==> src/rtl/hls_ctrl_sequencer_if.sv <==
// AXI-Lite master bundle between the sequencer and an HLS accelerator's
// s_axi_control port (6-bit register space, 32-bit data).
interface hls_ctrl_sequencer_if;
  logic        m_awvalid;
  logic        m_awready;
  logic [5:0]  m_awaddr;
  logic        m_wvalid;
  logic        m_wready;
  logic [31:0] m_wdata;
  logic [3:0]  m_wstrb;
  logic        m_bvalid;
  logic        m_bready;
  logic [1:0]  m_bresp;
  logic        m_arvalid;
  logic        m_arready;
  logic [5:0]  m_araddr;
  logic        m_rvalid;
  logic        m_rready;
  logic [31:0] m_rdata;
  logic [1:0]  m_rresp;

  modport master (
    output m_awvalid, m_awaddr, m_wvalid, m_wdata, m_wstrb, m_bready,
           m_arvalid, m_araddr, m_rready,
    input  m_awready, m_wready, m_bvalid, m_bresp,
           m_arready, m_rvalid, m_rdata, m_rresp
  );

  modport slave (
    input  m_awvalid, m_awaddr, m_wvalid, m_wdata, m_wstrb, m_bready,
           m_arvalid, m_araddr, m_rready,
    output m_awready, m_wready, m_bvalid, m_bresp,
           m_arready, m_rvalid, m_rdata, m_rresp
  );
endinterface

==> src/rtl/hls_ctrl_sequencer.sv <==
// Runs one HLS accelerator job over AXI-Lite: program args, enable and start,
// wait for interrupt (with timeout), acknowledge ISR, read CTRL, report status.
module hls_ctrl_sequencer #(
  parameter logic [31:0] TIMEOUT_CYCLES = 32'd1_000_000,
  parameter logic [5:0]  ARG0_OFFSET    = 6'h10,
  parameter logic [5:0]  ARG1_OFFSET    = 6'h18
) (
  input  logic        aclk,
  input  logic        aresetn,
  input  logic        cmd_valid,
  output logic        cmd_ready,
  input  logic [31:0] cmd_arg0,
  input  logic [31:0] cmd_arg1,
  output logic        done_valid,
  output logic [1:0]  done_err,
  output logic        busy,
  input  logic        interrupt,
  hls_ctrl_sequencer_if.master m,
  output logic [2:0]  state_dbg
);

  // Handshake rule on every channel: a transfer happens on a rising edge where
  // valid && ready; valids come from flops only and are held until that edge.
  typedef enum logic [2:0] {
    S_IDLE, S_WRITE, S_WAIT_B, S_WAIT_IRQ, S_CLR_ISR, S_READ_CTRL, S_WAIT_R, S_DONE
  } state_t;

  localparam logic [2:0] IDX_CTRL = 3'd4;
  localparam logic [2:0] IDX_ISR  = 3'd5;
  localparam logic [1:0] ERR_OK   = 2'd0;
  localparam logic [1:0] ERR_AXI  = 2'd1;
  localparam logic [1:0] ERR_TMO  = 2'd2;

  state_t      state_q, state_d;
  logic [2:0]  idx_q, idx_d;
  logic [31:0] arg0_q, arg0_d;
  logic [31:0] arg1_q, arg1_d;
  logic [31:0] tcnt_q, tcnt_d;
  logic [1:0]  err_q, err_d;
  logic        aw_pend_q, aw_pend_d;
  logic        w_pend_q, w_pend_d;
  logic        ar_pend_q, ar_pend_d;

  logic [5:0]  wr_addr;
  logic [31:0] wr_data;
  logic        aw_done, w_done;
  logic        unused_rdata;

  always_ff @(posedge aclk) begin
    if (!aresetn) begin
      state_q   <= S_IDLE;
      idx_q     <= '0;
      arg0_q    <= '0;
      arg1_q    <= '0;
      tcnt_q    <= '0;
      err_q     <= '0;
      aw_pend_q <= 1'b0;
      w_pend_q  <= 1'b0;
      ar_pend_q <= 1'b0;
    end else begin
      state_q   <= state_d;
      idx_q     <= idx_d;
      arg0_q    <= arg0_d;
      arg1_q    <= arg1_d;
      tcnt_q    <= tcnt_d;
      err_q     <= err_d;
      aw_pend_q <= aw_pend_d;
      w_pend_q  <= w_pend_d;
      ar_pend_q <= ar_pend_d;
    end
  end

  // Register list; index 5 is the ISR acknowledge issued from CLR_ISR.
  always_comb begin
    wr_addr = 6'h0C;
    wr_data = 32'd1;
    case (idx_q)
      3'd0:    begin wr_addr = ARG0_OFFSET; wr_data = arg0_q; end
      3'd1:    begin wr_addr = ARG1_OFFSET; wr_data = arg1_q; end
      3'd2:    wr_addr = 6'h04;
      3'd3:    wr_addr = 6'h08;
      3'd4:    wr_addr = 6'h00;
      default: wr_addr = 6'h0C;
    endcase
  end

  assign aw_done = !aw_pend_q || m.m_awready;
  assign w_done  = !w_pend_q  || m.m_wready;

  always_comb begin
    state_d   = state_q;
    idx_d     = idx_q;
    arg0_d    = arg0_q;
    arg1_d    = arg1_q;
    tcnt_d    = tcnt_q;
    err_d     = err_q;
    aw_pend_d = aw_pend_q;
    w_pend_d  = w_pend_q;
    ar_pend_d = ar_pend_q;
    case (state_q)
      S_IDLE: begin
        if (cmd_valid) begin
          arg0_d    = cmd_arg0;
          arg1_d    = cmd_arg1;
          idx_d     = 3'd0;
          err_d     = ERR_OK;
          aw_pend_d = 1'b1;
          w_pend_d  = 1'b1;
          state_d   = S_WRITE;
        end
      end
      S_WRITE, S_CLR_ISR: begin
        if (aw_pend_q && m.m_awready) aw_pend_d = 1'b0;
        if (w_pend_q && m.m_wready)   w_pend_d  = 1'b0;
        if (aw_done && w_done)        state_d   = S_WAIT_B;
      end
      S_WAIT_B: begin
        if (m.m_bvalid) begin
          if (m.m_bresp != 2'b00) begin
            err_d   = ERR_AXI;
            state_d = S_DONE;
          end else if (idx_q == IDX_CTRL) begin
            tcnt_d  = '0;
            state_d = S_WAIT_IRQ;
          end else if (idx_q == IDX_ISR) begin
            ar_pend_d = 1'b1;
            state_d   = S_READ_CTRL;
          end else begin
            idx_d     = idx_q + 3'd1;
            aw_pend_d = 1'b1;
            w_pend_d  = 1'b1;
            state_d   = S_WRITE;
          end
        end
      end
      S_WAIT_IRQ: begin
        // Interrupt beats a timeout that lands in the same cycle.
        if (interrupt) begin
          idx_d     = IDX_ISR;
          aw_pend_d = 1'b1;
          w_pend_d  = 1'b1;
          state_d   = S_CLR_ISR;
        end else if (tcnt_q == TIMEOUT_CYCLES - 32'd1) begin
          err_d   = ERR_TMO;
          state_d = S_DONE;
        end else begin
          tcnt_d = tcnt_q + 32'd1;
        end
      end
      S_READ_CTRL: begin
        if (m.m_arready) begin
          ar_pend_d = 1'b0;
          state_d   = S_WAIT_R;
        end
      end
      S_WAIT_R: begin
        // ap_done is clear-on-read; reading it is the acknowledge, value ignored.
        if (m.m_rvalid) begin
          err_d   = (m.m_rresp != 2'b00) ? ERR_AXI : ERR_OK;
          state_d = S_DONE;
        end
      end
      S_DONE:  state_d = S_IDLE;
      default: state_d = S_IDLE;
    endcase
  end

  assign m.m_awvalid = aw_pend_q;
  assign m.m_awaddr  = wr_addr;
  assign m.m_wvalid  = w_pend_q;
  assign m.m_wdata   = wr_data;
  assign m.m_wstrb   = 4'hF;
  assign m.m_bready  = (state_q == S_WAIT_B);
  assign m.m_arvalid = ar_pend_q;
  assign m.m_araddr  = 6'h00;
  assign m.m_rready  = (state_q == S_WAIT_R);

  assign cmd_ready  = (state_q == S_IDLE);
  assign busy       = (state_q != S_IDLE);
  assign done_valid = (state_q == S_DONE);
  assign done_err   = (state_q == S_DONE) ? err_q : 2'd0;
  assign state_dbg  = state_q;

  assign unused_rdata = ^m.m_rdata;

endmodule

==> src/flat_wrapper.sv <==
// flat-port wrapper written by rule: the top's interface ports become plain ports
module hls_ctrl_sequencer_flat 
#(
  parameter logic [31:0] TIMEOUT_CYCLES = 32'd1_000_000,
  parameter logic [5:0]  ARG0_OFFSET    = 6'h10,
  parameter logic [5:0]  ARG1_OFFSET    = 6'h18
)
  (aclk, aresetn, cmd_valid, cmd_ready, cmd_arg0, cmd_arg1, done_valid, done_err, busy, interrupt, state_dbg, m_m_awvalid, m_m_awaddr, m_m_wvalid, m_m_wdata, m_m_wstrb, m_m_bready, m_m_arvalid, m_m_araddr, m_m_rready, m_m_awready, m_m_wready, m_m_bvalid, m_m_bresp, m_m_arready, m_m_rvalid, m_m_rdata, m_m_rresp);
  hls_ctrl_sequencer_if m_i ();
  input  logic aclk;
  input  logic aresetn;
  input  logic cmd_valid;
  output logic cmd_ready;
  input  logic [31:0] cmd_arg0;
  input  logic [31:0] cmd_arg1;
  output logic done_valid;
  output logic [1:0] done_err;
  output logic busy;
  input  logic interrupt;
  output logic [2:0] state_dbg;
  output wire logic [$bits(m_i.m_awvalid)-1:0] m_m_awvalid;
  output wire logic [$bits(m_i.m_awaddr)-1:0] m_m_awaddr;
  output wire logic [$bits(m_i.m_wvalid)-1:0] m_m_wvalid;
  output wire logic [$bits(m_i.m_wdata)-1:0] m_m_wdata;
  output wire logic [$bits(m_i.m_wstrb)-1:0] m_m_wstrb;
  output wire logic [$bits(m_i.m_bready)-1:0] m_m_bready;
  output wire logic [$bits(m_i.m_arvalid)-1:0] m_m_arvalid;
  output wire logic [$bits(m_i.m_araddr)-1:0] m_m_araddr;
  output wire logic [$bits(m_i.m_rready)-1:0] m_m_rready;
  input wire logic [$bits(m_i.m_awready)-1:0] m_m_awready;
  input wire logic [$bits(m_i.m_wready)-1:0] m_m_wready;
  input wire logic [$bits(m_i.m_bvalid)-1:0] m_m_bvalid;
  input wire logic [$bits(m_i.m_bresp)-1:0] m_m_bresp;
  input wire logic [$bits(m_i.m_arready)-1:0] m_m_arready;
  input wire logic [$bits(m_i.m_rvalid)-1:0] m_m_rvalid;
  input wire logic [$bits(m_i.m_rdata)-1:0] m_m_rdata;
  input wire logic [$bits(m_i.m_rresp)-1:0] m_m_rresp;
  assign m_m_awvalid = m_i.m_awvalid;
  assign m_m_awaddr = m_i.m_awaddr;
  assign m_m_wvalid = m_i.m_wvalid;
  assign m_m_wdata = m_i.m_wdata;
  assign m_m_wstrb = m_i.m_wstrb;
  assign m_m_bready = m_i.m_bready;
  assign m_m_arvalid = m_i.m_arvalid;
  assign m_m_araddr = m_i.m_araddr;
  assign m_m_rready = m_i.m_rready;
  assign m_i.m_awready = m_m_awready;
  assign m_i.m_wready = m_m_wready;
  assign m_i.m_bvalid = m_m_bvalid;
  assign m_i.m_bresp = m_m_bresp;
  assign m_i.m_arready = m_m_arready;
  assign m_i.m_rvalid = m_m_rvalid;
  assign m_i.m_rdata = m_m_rdata;
  assign m_i.m_rresp = m_m_rresp;
  hls_ctrl_sequencer #(.TIMEOUT_CYCLES(TIMEOUT_CYCLES), .ARG0_OFFSET(ARG0_OFFSET), .ARG1_OFFSET(ARG1_OFFSET)) u_core (.aclk(aclk), .aresetn(aresetn), .cmd_valid(cmd_valid), .cmd_ready(cmd_ready), .cmd_arg0(cmd_arg0), .cmd_arg1(cmd_arg1), .done_valid(done_valid), .done_err(done_err), .busy(busy), .interrupt(interrupt), .m(m_i), .state_dbg(state_dbg));
endmodule
==> config.mk <==
export PLATFORM = sky130hd
export DESIGN_NAME = hls_ctrl_sequencer_flat
export DESIGN_NICKNAME = d
export VERILOG_FILES = /design/src/rtl/hls_ctrl_sequencer_if.sv /design/src/rtl/hls_ctrl_sequencer.sv /design/src/flat_wrapper.sv
export SDC_FILE = /design/constraint.sdc
export NUM_CORES = 1
export LEC_CHECK = 0
export BUFFER_PORTS_ARGS = -buffer_cell sky130_fd_sc_hd__buf_2
export CAP_MARGIN = 25
export CORE_MARGIN = 2
export CORE_UTILIZATION = 30
export DETAILED_ROUTE_END_ITERATION = 10
export HOLD_SLACK_MARGIN = 0.03
export SLEW_MARGIN = 0
export SYNTH_ARGS = -nofsm -noshare
export SYNTH_HDL_FRONTEND = slang
export SYNTH_SLANG_ARGS = --single-unit
==> constraint.sdc <==
create_clock -name aclk -period 5.95 [get_ports aclk]
set_input_delay 1.19 -clock aclk [delete_from_list [all_inputs] [get_ports aclk]]
set_output_delay 1.19 -clock aclk [all_outputs]
set_load 0.02 [all_outputs]
==> out/results.tsv, run 1 <==
metric	value	unit
# hold bufs at CTS	0	
post-detailed-route via-to-cell ratio	5.10	
startpoint class of the critical path	flop	
final global-route overflow total	0	
critical path required time	4.76	ns
leak pwr	2.52	nW
GRT Util Overall	0.163	
Min-Delay Path Depth	2	
final cycle utilization of the critical path	0.602	
dominant combinational cell family by area after synthesis	simple AND/OR/NAND/NOR gates	
Post-Synth XOR/XNOR Area	0.00165	
number of max-slew violations in the final report	0	
Syn Inst Count	701	
drt initial violations	456	
result of the run	finished clean	
Slowest Stage Delay on Critical Path	0.78	ns
number of gates resized after cts	0	
Post-Syn Area	0.00531	mm²
half-perimeter wire length after detailed placement	10500	µm
Setup Crit Path Kind	reg2out	
Cell Rows	48	
adder and majority gate portion of the synthesized area	0.0141	
DRC errors left	0	
Total Die Area	0.0188	mm²
core area	0.0173	mm²
# port buffers	124	
Tightest Pin Transition	0.857	ns
pin count of the biggest net entering global routing	65	
Post-Synth Simple-Gate Area	0.267	
count of placed standard cells in the final layout, fillers left out	1021	
mean post-synth cell area	7.58	µm²
endpoint type of the worst setup path	output pin	
initial antenna violation count	0	
initial cell density of the core	0.307	
clock sink total	107	
antenna diode instance count	0	
Worst-Skew Late Latency	0.35	ns
cell with the largest stage delay on the worst path	sky130_fd_sc_hd__nor2b_4	
Routed WL per cell	15.2	µm
Yosys top cell by area	sky130_fd_sc_hd__dfxtp_1	
number of global-route vias before repair	4663	
Placed Area	0.00602	mm²
maximum capacitance violations	0	
portion of synthesized cell area occupied by the leading cell type	0.403	
number of buffers between clock root and the deepest sink	2	
Yosys warning total	0	
Detail Route Antenna Nets	0	
post-route minimum period	3.58	ns
Synth Area in Compound Gates	0.246	
width of the die	137	µm
first-pass iteration count of the detailed router	5	
number of flops mapped to enable cells by yosys	0	
critical path depth in cells	6	
sequential fraction of the synthesis area	0.403	
unrepaired setup endpoints after global routing	false	
post-layout util	0.365	
Total Nets Final	906	
clock tree from TritonCTS	built	
Clock Root Buffer	sky130_fd_sc_hd__clkbuf_16	
distinct cell type count of the synthesized netlist	54	
number of buffers added for setup after CTS	0	
hold crit path type	reg2reg	
final standard cell area without fillers	0.00631	mm²
ranking of synthesized cells by area	sky130_fd_sc_hd__dfxtp_1 (40%), sky130_fd_sc_hd__nand2_1 (11%), sky130_fd_sc_hd__a21oi_1 (9.7%), sky130_fd_sc_hd__a22o_1 (5.1%), sky130_fd_sc_hd__clkbuf_1 (2.5%)	
cell area power density	355	mW/mm²
share of synthesized registers carrying an async set or reset	0	
number of failing setup endpoints in the final timing report	0	
Inst Count DP	1005	
number of primary I/O pins	170	
VDD IR max	166	µV
path depth of the worst reg2reg path	8	
CP max FO	33	
Clk pin slew, worst setup/hold paths	0.08	ns
Main synth FF type	sky130_fd_sc_hd__dfxtp_1	
sum of negative setup slack	0	ns
CP Cell Sequence	inv_1 > ha_1 > nor2b_4 > a22oi_1 > nand2_1 > buf_2	
worst hold-check slack	0.456	ns
Fmax	279	MHz
layout cells sized above 1	0.198	
remaining max-slew budget at the tightest pin	0.424	
routability cong.	0.887	
register bit total from synthesis	107	
endpoint arrival time on the critical path	2.39	ns
H-tree depth reported by CTS	3	
kind of cell adding the most delay to the critical path	simple AND/OR/NAND/NOR gates	
global-route wire length before repair	24200	µm
aggregate routed wire length	15500	µm
Final Hold Violating Endpoints	0	
share of synthesized area spent on multiplexers	0.00188	
number of vias after detailed routing	5206	
number of buffers added by the clock tree synthesis step	9	
height of the die	137	µm
worst setup skew after layout	0.00856	ns
Area growth syn-to-layout	18.8	%
combined buffer and inverter count along the critical path	2	
[per-layer routing]
layer | track usage | up-vias | wire [µm]
met1 | 0.222 | 2401 | 7230
met2 | 0.252 | 150 | 7170
met4 | 0.0550 | 0 | 187
li1 | - | 2642 | -
met5 | 0 | - | 0
met3 | 0.0374 | 13 | 943
[area by class of cell]
class | instances | area [µm²]
fillers | 1871 | 11000
multi-input cells | 531 | 2880
flip-flops and latches | 107 | 2140
repair buffers | 131 | 673
well taps | 225 | 282
clock buffers | 9 | 225
clock inverters | 7 | 66.3
inverters | 11 | 41.3
[final timing paths]
| check | start | endpoint | slack [ns] |
|---|---|---|---|
| hold / removal | u_core.arg0_q[11] | u_core.arg0_q[11] | 0.46 |
| hold reg to reg | u_core.arg0_q[11] | u_core.arg0_q[11] | 0.46 |
| setup / recovery | u_core.idx_q[0] | m_m_wdata[0] | 2.37 |
| setup reg to reg | u_core.tcnt_q[0] | u_core.tcnt_q[2] | 3.02 |
[cell families after synthesis]
| group | count (synthesis) |
|---|---|
| AND/OR/NAND/NOR | 298 |
| AO/OA/AOI/OAI | 212 |
| flip-flops | 107 |
| buffers and inverters | 74 |
| adder cells (fa/ha/maj) | 6 |
| other | 2 |
| XOR/XNOR | 1 |
| multiplexers | 1 |
[registers in the layout, summed over array words and instances, names as in the netlist]
| signal | cells |
|---|---|
| u_core.m.m_wvalid | 1 |
| u_core.err_q | 2 |
| u_core.m.m_awvalid | 1 |
| u_core.idx_q | 3 |
| u_core.tcnt_q | 32 |
| u_core.state_dbg | 3 |
| u_core.arg0_q | 32 |
| u_core.m.m_arvalid | 1 |
| u_core.arg1_q | 32 |
[synth_stat cells (2+ instances only)]
master and instances:
sky130_fd_sc_hd__nor3_1 13, sky130_fd_sc_hd__o22ai_1 2, sky130_fd_sc_hd__nand3b_1 2, sky130_fd_sc_hd__buf_2 8, sky130_fd_sc_hd__a21o_1 4, sky130_fd_sc_hd__ha_1 6
sky130_fd_sc_hd__a21oi_1 103, sky130_fd_sc_hd__o211ai_1 5, sky130_fd_sc_hd__a211oi_1 5, sky130_fd_sc_hd__nand2b_1 4, sky130_fd_sc_hd__o21ai_0 27, sky130_fd_sc_hd__and3_1 6
sky130_fd_sc_hd__a41oi_1 4, sky130_fd_sc_hd__nand2_1 157, sky130_fd_sc_hd__or4_1 2, sky130_fd_sc_hd__a31oi_1 9, sky130_fd_sc_hd__o31ai_1 3, sky130_fd_sc_hd__dfxtp_1 107
sky130_fd_sc_hd__nor3b_1 2, sky130_fd_sc_hd__buf_1 5, sky130_fd_sc_hd__inv_1 10, sky130_fd_sc_hd__and2_1 8, sky130_fd_sc_hd__buf_4 13, sky130_fd_sc_hd__o21a_1 8
sky130_fd_sc_hd__nor2_1 30, sky130_fd_sc_hd__a211o_1 2, sky130_fd_sc_hd__and4_1 8, sky130_fd_sc_hd__a22o_1 31, sky130_fd_sc_hd__a22oi_1 2, sky130_fd_sc_hd__a221oi_1 2
sky130_fd_sc_hd__nand3_1 20, sky130_fd_sc_hd__conb_1 2, sky130_fd_sc_hd__or3_1 11, sky130_fd_sc_hd__o41ai_1 2, sky130_fd_sc_hd__clkbuf_1 36, sky130_fd_sc_hd__nor2b_1 6
sky130_fd_sc_hd__nor4_1 11, sky130_fd_sc_hd__nor4b_1 3, sky130_fd_sc_hd__nand4_1 7
[layout by cell type (no fill, tap or decap), types with 4 or more instances in the layout]
cell / n
sky130_fd_sc_hd__nand2_1: 156
sky130_fd_sc_hd__buf_2: 124
sky130_fd_sc_hd__dfxtp_1: 107
sky130_fd_sc_hd__a21oi_1: 103
sky130_fd_sc_hd__a22o_1: 31
sky130_fd_sc_hd__nor2_1: 30
sky130_fd_sc_hd__o21ai_0: 27
sky130_fd_sc_hd__nand3_1: 20
sky130_fd_sc_hd__nor3_1: 13
sky130_fd_sc_hd__conb_1: 13
sky130_fd_sc_hd__nor4_1: 11
sky130_fd_sc_hd__or3_1: 11
sky130_fd_sc_hd__inv_1: 10
sky130_fd_sc_hd__a31oi_1: 9
sky130_fd_sc_hd__clkbuf_16: 9
sky130_fd_sc_hd__and4_1: 8
sky130_fd_sc_hd__o21a_1: 8
sky130_fd_sc_hd__and2_1: 7
sky130_fd_sc_hd__nand4_1: 7
sky130_fd_sc_hd__buf_4: 7
sky130_fd_sc_hd__and3_1: 6
sky130_fd_sc_hd__ha_1: 6
sky130_fd_sc_hd__o211ai_1: 5
sky130_fd_sc_hd__a211oi_1: 5
sky130_fd_sc_hd__a41oi_1: 4
sky130_fd_sc_hd__nand2b_1: 4
sky130_fd_sc_hd__nor2b_1: 4
sky130_fd_sc_hd__a21o_1: 4
[where the power goes]
| group | total (W) | switching, W | internal, W |
|---|---|---|---|
| registers | 0.000895 | 0.0000770 | 0.000818 |
| logic | 0.000753 | 0.000509 | 0.000244 |
| clock network | 0.000590 | 0.000295 | 0.000295 |
| total | 0.00224 | 0.000881 | 0.00136 |
[stage by stage]
stage	setup WS [ns]	total power, W
after floorplan	3.15	0.00145
after global placement	2.65	0.00167
after detailed placement	2.64	0.00167
after CTS	2.33	0.00226
after global routing	2.16	0.00238
final	2.37	0.00224
[tightest hold or removal path: stages, from the launching register on]
cell and delay [ns]:
sky130_fd_sc_hd__dfxtp_1 0.31, sky130_fd_sc_hd__nand2_1 0.05, sky130_fd_sc_hd__a21oi_1 0.05
(Power assumes the default switching activity.)
==> run 2: changes to the inputs <==
ABC_AREA = 1   (was unset)
clock period = 3.1 ns   (was 5.95 ns; I/O delays follow)
==> run 2 against run 1 <==
  * Clock power rose by 88%
  * Synthesized area increased by 6.9%
  * Global-route usage fell by 0.55 points
  * Combinational power grew to 2.6 times the previous value
  * Sequential power up 98%
  * Final cell count increased by 18%
  * Non-clock buffer count grew 1
  * Clock-buffer cell count up 2
  * Worst hold slack got worse by 0.0016 ns
  * Register-to-register slack worse by 2.0 ns
  * Total power rose by 120%
  * Highest routed layer unchanged
==> out/results.tsv, run 2 <==
metric	value	unit
unrepaired setup endpoints after global routing	false	
Cell Rows	50	
end of the worst hold path	u_core.arg1_q[30]	
Inst Count DP	1186	
mean post-synth cell area	6.63	µm²
startpoint class of the critical path	flop	
number of gates resized after cts	0	
post-detailed-route via-to-cell ratio	4.62	
path depth of the worst reg2reg path	7	
cell area power density	719	mW/mm²
CP max FO	13	
Detail Route Antenna Nets	0	
Main synth FF type	sky130_fd_sc_hd__dfxtp_1	
Area growth syn-to-layout	18.4	%
most common cell after layout, fill and taps aside	sky130_fd_sc_hd__nand2_1	
antenna diode instance count	0	
# hold bufs at CTS	0	
endpoint arrival time on the critical path	2.24	ns
Syn Inst Count	857	
most used cells in the layout excluding fill and tap cells	sky130_fd_sc_hd__nand2_1 (166), sky130_fd_sc_hd__inv_1 (136), sky130_fd_sc_hd__buf_2 (124), sky130_fd_sc_hd__dfxtp_1 (107), sky130_fd_sc_hd__a21oi_1 (93)	
number of buffers added by the clock tree synthesis step	9	
Min-Delay Path Depth	2	
Routed WL per cell	12.7	µm
final cycle utilization of the critical path	0.922	
global-route wire length before repair	25400	µm
worst setup skew after layout	0.00816	ns
most frequently used cell type in the post-synthesis netlist	sky130_fd_sc_hd__nand2_1	
routability cong.	0.875	
Worst-Skew Late Latency	0.36	ns
portion of synthesized cell area occupied by the leading cell type	0.377	
result of the run	finished clean	
Clk pin slew, worst setup/hold paths	0.07	ns
number of vias after detailed routing	5547	
clock sink total	107	
most numerous cell types in the synthesized netlist	sky130_fd_sc_hd__nand2_1 (166), sky130_fd_sc_hd__inv_1 (136), sky130_fd_sc_hd__dfxtp_1 (107)	
DRC errors left	0	
Clock Root Buffer	sky130_fd_sc_hd__clkbuf_16	
Hold Crit Start	u_core.arg1_q[30]	
count of placed standard cells in the final layout, fillers left out	1201	
initial cell density of the core	0.305	
drt initial violations	298	
Fmax	350	MHz
leak pwr	2.87	nW
height of the die	142	µm
number of failing setup endpoints in the final timing report	0	
Total Die Area	0.0201	mm²
first-pass iteration count of the detailed router	5	
Crit Reg-Reg Endpoint	u_core.arg0_q[17]	
register bit total from synthesis	107	
Worst R2R Setup Slack	1.00	ns
aggregate routed wire length	15200	µm
number of max-slew violations in the final report	0	
Yosys warning total	0	
half-perimeter wire length after detailed placement	10900	µm
number of flops mapped to enable cells by yosys	0	
Final Hold Violating Endpoints	0	
width of the die	142	µm
final global-route overflow total	0	
GRT Util Overall	0.157	
Worst R2R Start	u_core.state_dbg[2]	
ranking of synthesized cells by area	sky130_fd_sc_hd__dfxtp_1 (38%), sky130_fd_sc_hd__nand2_1 (11%), sky130_fd_sc_hd__inv_1 (9.0%), sky130_fd_sc_hd__a21oi_1 (8.2%), sky130_fd_sc_hd__o21ai_0 (7.6%)	
remaining max-slew budget at the tightest pin	0.481	
Setup Crit Path Kind	reg2out	
endpoint type of the worst setup path	output pin	
distinct cell type count of the synthesized netlist	38	
VDD IR max	331	µV
share of synthesized registers carrying an async set or reset	0	
final standard cell area without fillers	0.00673	mm²
pin count of the biggest net entering global routing	80	
number of global-route vias before repair	5234	
H-tree depth reported by CTS	3	
sum of negative setup slack	0	ns
number of primary I/O pins	170	
Filler cells	2016	
critical path required time	2.48	ns
layout cells sized above 1	0.177	
Total Nets Final	1078	
Yosys top cell by area	sky130_fd_sc_hd__dfxtp_1	
clock tree from TritonCTS	built	
Top Registers	u_core.arg0_q x32, u_core.arg1_q x32, u_core.tcnt_q x32	
hold crit path type	reg2reg	
number of buffers added for setup after CTS	0	
sequential fraction of the synthesis area	0.377	
number of buffers between clock root and the deepest sink	2	
core area	0.0186	mm²
post-route minimum period	2.86	ns
initial antenna violation count	0	
worst hold-check slack	0.454	ns
Post-Syn Area	0.00568	mm²
Placed Area	0.00645	mm²
# port buffers	124	
Tightest Pin Transition	0.778	ns
maximum capacitance violations	0	
-- run 2: cell count changes after synthesis, moves of 10 or more --
cell                       before  now
sky130_fd_sc_hd__or3_1         11    0
sky130_fd_sc_hd__a22o_1        31    0
sky130_fd_sc_hd__a21oi_1      103   93
sky130_fd_sc_hd__nand3_1       20   32
sky130_fd_sc_hd__clkbuf_1      36   26
sky130_fd_sc_hd__o21ai_0       27   86
sky130_fd_sc_hd__inv_1         10  136
sky130_fd_sc_hd__nor2_1        30   78
sky130_fd_sc_hd__o22ai_1        2   32
-- run 2: cell type report --
type	count	area [µm²]	share of cell area
Sequential cell	107	2140	0.318
Timing Repair Buffer	132	693	0.103
Multi-Input combinational cell	572	2790	0.415
Clock inverter	4	33.8	0.00502
Clock buffer	11	243	0.0361
Tap cell	234	293	0.0435
Inverter	141	534	0.0794
-- run 2: worst max-delay path by stage --
stage	start	endpoint	slack (ns)	depth (start not counted)
2_1_floorplan	u_core.state_dbg[1]	done_err[0]	1.02	4
3_3_place_gp	u_core.idx_q[0]	m_m_wdata[21]	0.65	8
3_5_place_dp	u_core.idx_q[0]	m_m_wdata[21]	0.63	8
4_1_cts	u_core.idx_q[0]	m_m_wdata[21]	0.22	8
5_1_grt	u_core.idx_q[0]	m_m_wdata[27]	0.07	8
6_report	u_core.idx_q[0]	m_m_wdata[27]	0.24	8
-- run 2: kinds of logic after synthesis --
logic type / share of synthesized area
compound gates: 0.207
xor+xnor: 0.00925
fa+ha+maj: 0.0132
buf+inv: 0.140
flops: 0.377
other cells: 0.00132
simple gates: 0.252
-- run 2: stage by stage --
step / setup slack [ns] / util / power (W)
after floorplan: 1.02 / - / 0.00322
after global placement: 0.652 / 0.346 / 0.00375
after detailed placement: 0.629 / 0.346 / 0.00376
after CTS: 0.222 / 0.361 / 0.00490
after global routing: 0.0719 / 0.361 / 0.00521
final: 0.242 / 0.361 / 0.00484
-- run 2: metal layers --
metal / wire length (µm) / GRT usage / vias to the layer above / share of wire
met2: 6640 / 0.252 / 140 / 0.44
met1: 7300 / 0.199 / 2451 / 0.48
met5: 0 / 0 / - / 0
met3: 1010 / 0.0412 / 15 / 0.066
li1: - / - / 2941 / -
met4: 285 / 0.0668 / 0 / 0.019
-- run 2: report_power, final --
part	internal [W]	total, W	switching (W)
sequential	0.00165	0.00177	0.000117
combinational	0.000608	0.00196	0.00135
clock	0.000571	0.00111	0.000543
-- run 2: critical path, stage by stage, from the launching register on --
cell and delay, ns:
sky130_fd_sc_hd__dfxtp_1 0.44, sky130_fd_sc_hd__inv_1 0.10, sky130_fd_sc_hd__ha_1 0.25, sky130_fd_sc_hd__inv_1 0.08
sky130_fd_sc_hd__nor2_1 0.05, sky130_fd_sc_hd__inv_1 0.37, sky130_fd_sc_hd__buf_4 0.30, sky130_fd_sc_hd__o22ai_1 0.10
sky130_fd_sc_hd__buf_2 0.18
==> run 3: changes to the inputs <==
ABC_AREA = unset   (was 1)
==> run 3 against run 2 <==
  * Via count down 4.6%
  * Die area down 6.3%
  * Routed wire length grew 3.6%
  * Final cell count decreased by 14%
  * Cell area shrank 4.4%
  * Clock power grew 6%
  * Sequential share of layout area increased by 1.5 points
==> out/results.tsv, run 3 (synthesis results as in run 1) <==
metric	value	unit
path depth of the worst reg2reg path	8	
Total Nets Final	917	
Routed WL per cell	15.3	µm
global-route wire length before repair	25100	µm
post-detailed-route via-to-cell ratio	5.12	
count of placed standard cells in the final layout, fillers left out	1034	
Tightest Pin Transition	0.601	ns
most common cell after layout, fill and taps aside	sky130_fd_sc_hd__nand2_1	
number of primary I/O pins	170	
startpoint class of the critical path	flop	
DRC errors left	0	
worst setup skew after layout	0.00813	ns
endpoint type of the worst setup path	output pin	
H-tree depth reported by CTS	3	
# hold bufs at CTS	0	
Inst Count DP	1016	
CP max FO	18	
result of the run	finished clean	
Worst R2R Setup Slack	0.67	ns
Fmax	347	MHz
VDD IR max	331	µV
maximum capacitance violations	0	
hold crit path type	in2reg	
remaining max-slew budget at the tightest pin	0.598	
cell area power density	688	mW/mm²
initial antenna violation count	0	
number of gates resized after cts	0	
number of vias after detailed routing	5293	
final global-route overflow total	0	
Area growth syn-to-layout	21.0	%
Clock Root Buffer	sky130_fd_sc_hd__clkbuf_16	
core area	0.0173	mm²
initial cell density of the core	0.307	
Cell Rows	48	
number of global-route vias before repair	4901	
Top Registers	u_core.arg0_q x32, u_core.arg1_q x32, u_core.tcnt_q x32	
unrepaired setup endpoints after global routing	false	
# port buffers	124	
number of max-slew violations in the final report	0	
routability cong.	0.889	
Detail Route Antenna Nets	0	
half-perimeter wire length after detailed placement	10900	µm
first-pass iteration count of the detailed router	5	
Total Die Area	0.0188	mm²
layout cells sized above 1	0.209	
GRT Util Overall	0.169	
leak pwr	2.58	nW
aggregate routed wire length	15800	µm
clock tree from TritonCTS	built	
critical path required time	2.48	ns
number of buffers between clock root and the deepest sink	2	
Clk pin slew, worst setup/hold paths	0.08	ns
drt initial violations	437	
height of the die	137	µm
number of buffers added for setup after CTS	0	
clock sink total	107	
number of buffers added by the clock tree synthesis step	9	
number of failing setup endpoints in the final timing report	0	
Setup Crit Path Kind	reg2out	
most used cells in the layout excluding fill and tap cells	sky130_fd_sc_hd__nand2_1 (156), sky130_fd_sc_hd__buf_2 (124), sky130_fd_sc_hd__dfxtp_1 (107), sky130_fd_sc_hd__a21oi_1 (103), sky130_fd_sc_hd__a22o_1 (31)	
sum of negative setup slack	0	ns
endpoint arrival time on the critical path	2.26	ns
Min-Delay Path Depth	2	
Worst-Skew Late Latency	0.36	ns
post-route minimum period	2.88	ns
final cycle utilization of the critical path	0.930	
Filler cells	1898	
pin count of the biggest net entering global routing	65	
Final Hold Violating Endpoints	0	
width of the die	137	µm
run 3: cell count changes in the layout (fill, tap and decap cells not counted), sizes merged, moves of 11 or more:
| cell | before | now |
|---|---|---|
| nand2 | 175 | 157 |
| nand3 | 34 | 21 |
| a22o | 0 | 31 |
| or3 | 0 | 11 |
| o21ai | 95 | 27 |
| inv | 142 | 15 |
| o22ai | 32 | 2 |
| nor2 | 85 | 30 |
run 3: final cells by class:
type                       instances  area (µm²)  area share
sequential                       107        2140       0.333
clock inverter                     7        76.3      0.0119
clock buffer                       9         225      0.0350
tap                              225         282      0.0438
antenna                            2        5.00    0.000778
inverter                          11        41.3     0.00642
timing repair buffer             142         781       0.121
multi-input combinational        531        2880       0.448
run 3: worst max-delay path, stage by stage (launching register included):
cell and delay (ns):
sky130_fd_sc_hd__dfxtp_1 0.45, sky130_fd_sc_hd__ha_1 0.25, sky130_fd_sc_hd__nor2b_2 0.46, sky130_fd_sc_hd__buf_4 0.34, sky130_fd_sc_hd__a22oi_1 0.14, sky130_fd_sc_hd__nand2_1 0.10
sky130_fd_sc_hd__buf_2 0.16
run 3: worst paths after layout:
kind,start,endpoint
setup reg to reg,u_core.tcnt_q[0],u_core.tcnt_q[2]
setup / recovery,u_core.idx_q[0],m_m_wdata[0]
hold / removal,m_m_arready,u_core.m.m_arvalid
hold reg to reg,u_core.arg0_q[28],u_core.arg0_q[28]
run 3: layer usage:
layer	wire, µm	track usage
met1	7190	0.228
met2	7180	0.256
met4	359	0.0636
met3	1050	0.0441
met5	0	0
run 3: report_power, final:
part           switching, W  internal (W)  total [W]
Combinational       0.00100      0.000526    0.00153
Clock              0.000606      0.000576    0.00118
Sequential         0.000140       0.00157    0.00171
Total               0.00175       0.00267    0.00442
run 3: metrics by stage:
stage	hold slack [ns]	total power, W	utilization	setup WS (ns)	area, µm²
2_1_floorplan	0.436	0.00277	-	0.873	5360
3_3_place_gp	0.441	0.00327	0.354	0.590	6120
5_1_grt	0.466	0.00471	0.371	0.0768	6420
3_5_place_dp	0.446	0.00328	0.354	0.595	6120
4_1_cts	0.446	0.00446	0.371	0.182	6420
6_report	0.452	0.00442	0.372	0.216	6430
